File: src/rtl/siw_memory_pkg.sv
// Shared defaults and the read-tag type for the siw_memory arbiter slice.
package siw_memory_pkg;

    localparam int unsigned SIW_MEM_ADDR_W = 10;
    localparam int unsigned SIW_MEM_DATA_W = 32;
    localparam int unsigned SIW_MEM_RD_LAT = 2;

    typedef struct packed {
        logic valid;
        logic id;
    } tag_t;

endpackage

File: src/rtl/siw_memory_arbiter_0_tag_pipe.sv
// Fixed-depth shift pipeline carrying read tags alongside the memory read latency.
module siw_memory_arbiter_0_tag_pipe
    import siw_memory_pkg::*;
#(
    parameter int unsigned DEPTH = 1 + SIW_MEM_RD_LAT
) (
    input  logic clk,
    input  logic reset,
    input  logic clear,
    input  tag_t tag_in,
    output tag_t tag_out
);

    tag_t stage [DEPTH];

    always_ff @(posedge clk or posedge reset) begin
        if (reset) begin
            for (int i = 0; i < int'(DEPTH); i++) begin
                stage[i] <= '0;
            end
        end else if (clear) begin
            for (int i = 0; i < int'(DEPTH); i++) begin
                stage[i] <= '0;
            end
        end else begin
            stage[0] <= tag_in;
            for (int i = 1; i < int'(DEPTH); i++) begin
                stage[i] <= stage[i-1];
            end
        end
    end

    assign tag_out = stage[DEPTH-1];

endmodule

File: src/rtl/siw_memory_arbiter_0.sv
// Two-requester round-robin arbiter in front of a single BRAM port, with
// tagged in-order read return.
module siw_memory_arbiter_0
    import siw_memory_pkg::*;
#(
    parameter int unsigned ADDR_W = SIW_MEM_ADDR_W,
    parameter int unsigned DATA_W = SIW_MEM_DATA_W,
    parameter int unsigned RD_LAT = SIW_MEM_RD_LAT
) (
    input  logic              siw_memory_arbiter_0_clk,
    input  logic              siw_memory_arbiter_0_reset,
    input  logic              siw_memory_arbiter_0_init,
    input  logic              siw_memory_arbiter_0_req_0,
    input  logic              siw_memory_arbiter_0_we_0,
    input  logic [ADDR_W-1:0] siw_memory_arbiter_0_addr_0,
    input  logic [DATA_W-1:0] siw_memory_arbiter_0_wdata_0,
    input  logic              siw_memory_arbiter_0_req_1,
    input  logic              siw_memory_arbiter_0_we_1,
    input  logic [ADDR_W-1:0] siw_memory_arbiter_0_addr_1,
    input  logic [DATA_W-1:0] siw_memory_arbiter_0_wdata_1,
    output logic              siw_memory_arbiter_0_gnt_0,
    output logic              siw_memory_arbiter_0_gnt_1,
    output logic              siw_memory_arbiter_0_rvalid_0,
    output logic              siw_memory_arbiter_0_rvalid_1,
    output logic [DATA_W-1:0] siw_memory_arbiter_0_rdata,
    output logic              siw_memory_arbiter_0_mem_enable,
    output logic              siw_memory_arbiter_0_mem_write_en,
    output logic [ADDR_W-1:0] siw_memory_arbiter_0_mem_address,
    output logic [DATA_W-1:0] siw_memory_arbiter_0_mem_input_data,
    output logic [1:0]        siw_memory_arbiter_0_mem_conf,
    input  logic [DATA_W-1:0] siw_memory_arbiter_0_mem_output_data
);

    logic              ptr;
    logic              gnt_any;
    logic              gnt_id;
    logic              sel_we;
    logic [ADDR_W-1:0] sel_addr;
    logic [DATA_W-1:0] sel_wdata;
    tag_t              tag_in;
    tag_t              tag_out;

    // Grant is combinational; ptr names the winner when both request.
    always_comb begin
        siw_memory_arbiter_0_gnt_0 = 1'b0;
        siw_memory_arbiter_0_gnt_1 = 1'b0;
        if (!siw_memory_arbiter_0_reset && !siw_memory_arbiter_0_init) begin
            if (siw_memory_arbiter_0_req_0 && (!siw_memory_arbiter_0_req_1 || !ptr)) begin
                siw_memory_arbiter_0_gnt_0 = 1'b1;
            end else if (siw_memory_arbiter_0_req_1) begin
                siw_memory_arbiter_0_gnt_1 = 1'b1;
            end
        end
    end

    assign gnt_any   = siw_memory_arbiter_0_gnt_0 | siw_memory_arbiter_0_gnt_1;
    assign gnt_id    = siw_memory_arbiter_0_gnt_1;
    assign sel_we    = gnt_id ? siw_memory_arbiter_0_we_1    : siw_memory_arbiter_0_we_0;
    assign sel_addr  = gnt_id ? siw_memory_arbiter_0_addr_1  : siw_memory_arbiter_0_addr_0;
    assign sel_wdata = gnt_id ? siw_memory_arbiter_0_wdata_1 : siw_memory_arbiter_0_wdata_0;

    // Address and write data hold their last value when idle; only enables drop.
    always_ff @(posedge siw_memory_arbiter_0_clk or posedge siw_memory_arbiter_0_reset) begin
        if (siw_memory_arbiter_0_reset) begin
            ptr                                 <= 1'b0;
            siw_memory_arbiter_0_mem_enable     <= 1'b0;
            siw_memory_arbiter_0_mem_write_en   <= 1'b0;
            siw_memory_arbiter_0_mem_address    <= '0;
            siw_memory_arbiter_0_mem_input_data <= '0;
        end else if (siw_memory_arbiter_0_init) begin
            ptr                               <= 1'b0;
            siw_memory_arbiter_0_mem_enable   <= 1'b0;
            siw_memory_arbiter_0_mem_write_en <= 1'b0;
        end else begin
            siw_memory_arbiter_0_mem_enable   <= gnt_any;
            siw_memory_arbiter_0_mem_write_en <= gnt_any & sel_we;
            if (gnt_any) begin
                ptr                                 <= ~gnt_id;
                siw_memory_arbiter_0_mem_address    <= sel_addr;
                siw_memory_arbiter_0_mem_input_data <= sel_wdata;
            end
        end
    end

    assign tag_in.valid = gnt_any & ~sel_we;
    assign tag_in.id    = gnt_id;

    siw_memory_arbiter_0_tag_pipe #(
        .DEPTH (1 + RD_LAT)
    ) u_tag_pipe (
        .clk     (siw_memory_arbiter_0_clk),
        .reset   (siw_memory_arbiter_0_reset),
        .clear   (siw_memory_arbiter_0_init),
        .tag_in  (tag_in),
        .tag_out (tag_out)
    );

    assign siw_memory_arbiter_0_rvalid_0  = tag_out.valid & ~tag_out.id;
    assign siw_memory_arbiter_0_rvalid_1  = tag_out.valid &  tag_out.id;
    assign siw_memory_arbiter_0_rdata     = siw_memory_arbiter_0_mem_output_data;
    assign siw_memory_arbiter_0_mem_conf  = 2'd0;

endmodule

File: config.mk
export PLATFORM = sky130hd
export DESIGN_NAME = siw_memory_arbiter_0
export DESIGN_NICKNAME = d
export VERILOG_FILES = /design/src/rtl/siw_memory_pkg.sv /design/src/rtl/siw_memory_arbiter_0_tag_pipe.sv /design/src/rtl/siw_memory_arbiter_0.sv
export SDC_FILE = /design/constraint.sdc
export NUM_CORES = 1
export LEC_CHECK = 0
export ABC_AREA = 1
export BUFFER_PORTS_ARGS = -buffer_cell sky130_fd_sc_hd__buf_4
export CAP_MARGIN = 30
export CORE_MARGIN = 3
export CORE_UTILIZATION = 46
export DETAILED_ROUTE_END_ITERATION = 16
export PLACE_DENSITY = 0.87
export REMOVE_ABC_BUFFERS = 1
export SETUP_SLACK_MARGIN = 0.1
export SLEW_MARGIN = 10
export SYNTH_ARGS = -nofsm -noshare
export SYNTH_HDL_FRONTEND = slang
export SYNTH_SLANG_ARGS = --single-unit
File: constraint.sdc
create_clock -name siw_memory_arbiter_0_clk -period 2.1 [get_ports siw_memory_arbiter_0_clk]
set_input_delay 0.21 -clock siw_memory_arbiter_0_clk [delete_from_list [all_inputs] [get_ports siw_memory_arbiter_0_clk]]
set_output_delay 0.21 -clock siw_memory_arbiter_0_clk [all_outputs]
set_load 0.01 [all_outputs]
==> results.json <==
{
  "status": "finished, final reports clean",
  "die_height_microns": 88.1,
  "ys.flop_type": "dfrtp_1",
  "synth_most_common_cell": "nand2_1",
  "via_per_inst": 5.06,
  "place_congestion": 0.820,
  "hold_violations": 0,
  "synth_edf_count": 0,
  "nets": 661,
  "post-place-cells": 607,
  "path_clk_slew_ns": 0.08,
  "relSlewSlack_pct": 51.2,
  "p_leak_nw": 2.51,
  "synth_seq_cells": 51,
  "io_pins": 205,
  "synth_cell_types": 15,
  "critPathMaxStageDelay_ns": 0.38,
  "antenna_found_initial": 0,
  "fin_skew_ns": 0.00388,
  "ant_nets": 0,
  "regArea_sq_um": 1280,
  "period_needed_ns": 1.81,
  "rows": 29,
  "multi_input_area_sq_um": 1090,
  "grt_max_degree": 45,
  "synth_common_cells": "135 x nand2_1, 93 x inv_1, 51 x dfrtp_1",
  "final_core_util_pct": 63.2,
  "diodes": 0,
  "ys_warn_count": 0,
  "netlist_top_cells_area": "dfrtp_1 41%, nand2_1 16%, inv_1 11%",
  "die_x_microns": 88.1,
  "htree_levels": 2,
  "critPathMaxFanout": 43,
  "drc": 0,
  "r2r_start": "ptr",
  "yosys.area.top_type": "dfrtp_1",
  "routed_wl_microns": 9010,
  "rsz0062_at_grt": "false",
  "cpMaxStageDelayCell": "buf_4",
  "critical_path_buf_inv_count": 3,
  "die_area_sq_um": 7750,
  "postCtsResizedCells": 0,
  "hold_ws_ns": 0.115,
  "cp_cell_sequence": "nand2_2, nand2_2, buf_4, inv_2, nor2_1, buf_4",
  "cts_buffer_depth": 2,
  "first_iter_violations": 176,
  "worstSetupEndpointType": "primary output",
  "async_flop_share_pct": 100,
  "worstHoldStart": "siw_memory_arbiter_0_init",
  "grt_pass1_wl_microns": 13700,
  "worstMarginPinSlew_ns": 0.731,
  "ys_seq_area_share_pct": 41.2,
  "drt_first_pass_iters": 5,
  "vias": 3118,
  "holdPathEnd": "u_tag_pipe.stage[3]",
  "grt.overflow.total": 0,
  "criticalPathCategory": "flop to primary output",
  "synth_top_area_share_pct": 41.2,
  "layout-drive-gt1-share_pct": 30.4,
  "r2r-end": "siw_memory_arbiter_0_mem_address[1]",
  "setup_ws_ns": 0.293,
  "critical_path_required_ns": 1.89,
  "cts_root_buffer": "clkbuf_8",
  "p_per_area_nw_per_um2": 668,
  "dpl_cell_area_sq_um": 3930,
  "portBuffers": 138,
  "min_path_type": "input port to flop",
  "area_growth_pct": 31.1,
  "clk_latency_ns": 0.30,
  "netlist_instances": 443,
  "cp-start-kind": "flop",
  "routedWlPerCell_microns": 14.6,
  "numCtsBuffers": 5,
  "core_area_sq_um": 6420,
  "fin_crit_sh_pct": 86.0,
  "setup_tns_ns": 0,
  "post_cts_buffers": 0,
  "max_freq_ghz": 0.553,
  "rr_worst_depth": 6,
  "grtUsageTotal_pct": 22.9,
  "r2r_slack_ns": 0.50,
  "clock-sinks": 51,
  "fin_area_sq_um": 4060,
  "hpwl_microns": 6910,
  "hold_path_depth": 2,
  "cts_tree": "done",
  "finalPower_mw": 2.71,
  "start_util_pct": 48.2,
  "crit_family": "buffers and inverters",
  "syn_area_sq_um": 3100,
  "setup_viol": 0,
  "grt_pass1_vias": 2778,
  "fillers": 539,
  "dp_slack_ns": 0.359,
  "slew_viol_final": 0,
  "cp.arrival_ns": 1.60,
  "synth_area_per_cell_sq_um": 6.99,
  "max_cap_viol_count": 0,
  "ir_drop_v": 0.000381,
  "finalNonFillerCells": 616
}
layer usage:
metal  global-route usage [%]  up-vias  routed length [microns]
li1                         -     1495                        -
met3                     10.5       15                     1130
met4                     5.91        2                      121
met1                     31.7     1397                     3790
met2                     32.0      209                     3930
met5                     6.49        -                       38
power breakdown:
group	switching, mW	internal, mW	leakage, nW
Sequential	0.0966	1.13	0.639
Clock	0.301	0.385	0.0612
Combinational	0.395	0.403	1.81
Total	0.792	1.92	2.51
state kept, by name, indices dropped and copies added (netlist names):
register and flops:
u_tag_pipe.tag_out 2, siw_memory_arbiter_0_mem_address 10, siw_memory_arbiter_0_mem_enable 1, siw_memory_arbiter_0_mem_input_data 32
siw_memory_arbiter_0_mem_write_en 1, ptr 1, u_tag_pipe.stage 4
layout by cell type, fill, tap and decap left out, drive strengths merged:
cell type | synthesis | final
dfrtp | 51 | 51
inv | 96 | 96
nand4 | 42 | 42
buf | 51 | 145
clkinv | 0 | 1
dlygate4sd3 | 0 | 1
conb | 1 | 2
bufinv | 0 | 1
nand3 | 44 | 44
nor2 | 11 | 11
clkbuf | 8 | 6
nand2 | 139 | 139
logic make-up after synthesis:
family        synth area share [%]
flops                         41.2
simple gates                  34.8
buf+inv                       23.8
other cells                  0.121
cell type report:
| type | instances | area share (%) |
|---|---|---|
| timing repair buffer | 146 | 27.7 |
| multi-input combinational | 238 | 26.7 |
| clock buffer | 6 | 2.03 |
| inverter | 96 | 8.88 |
| tap | 77 | 2.37 |
| sequential | 51 | 31.4 |
| clock inverter | 2 | 0.863 |
worst max-delay path by stage:
| stage | cells past startpoint | to | startpoint | slack, ns |
|---|---|---|---|---|
| final | 6 | siw_memory_arbiter_0_gnt_1 | ptr | 0.29 |
| after global routing | 8 | siw_memory_arbiter_0_mem_input_data[12] | siw_memory_arbiter_0_reset | 0.11 |
| after global placement | 7 | siw_memory_arbiter_0_mem_address[7] | siw_memory_arbiter_0_req_1 | 0.45 |
| after CTS | 6 | siw_memory_arbiter_0_gnt_1 | ptr | 0.28 |
| after detailed placement | 7 | siw_memory_arbiter_0_mem_address[1] | siw_memory_arbiter_0_req_1 | 0.36 |
| after floorplan | 6 | siw_memory_arbiter_0_mem_address[0] | siw_memory_arbiter_0_init | 0.22 |
what timing repair did:
item                                    in CTS  in global routing
hold endpoints to repair                    22                  0
hold buffers                                 1                  0
endpoints found under the setup margin       0                  0
Note: power is estimated with default switching activity, not from simulation.
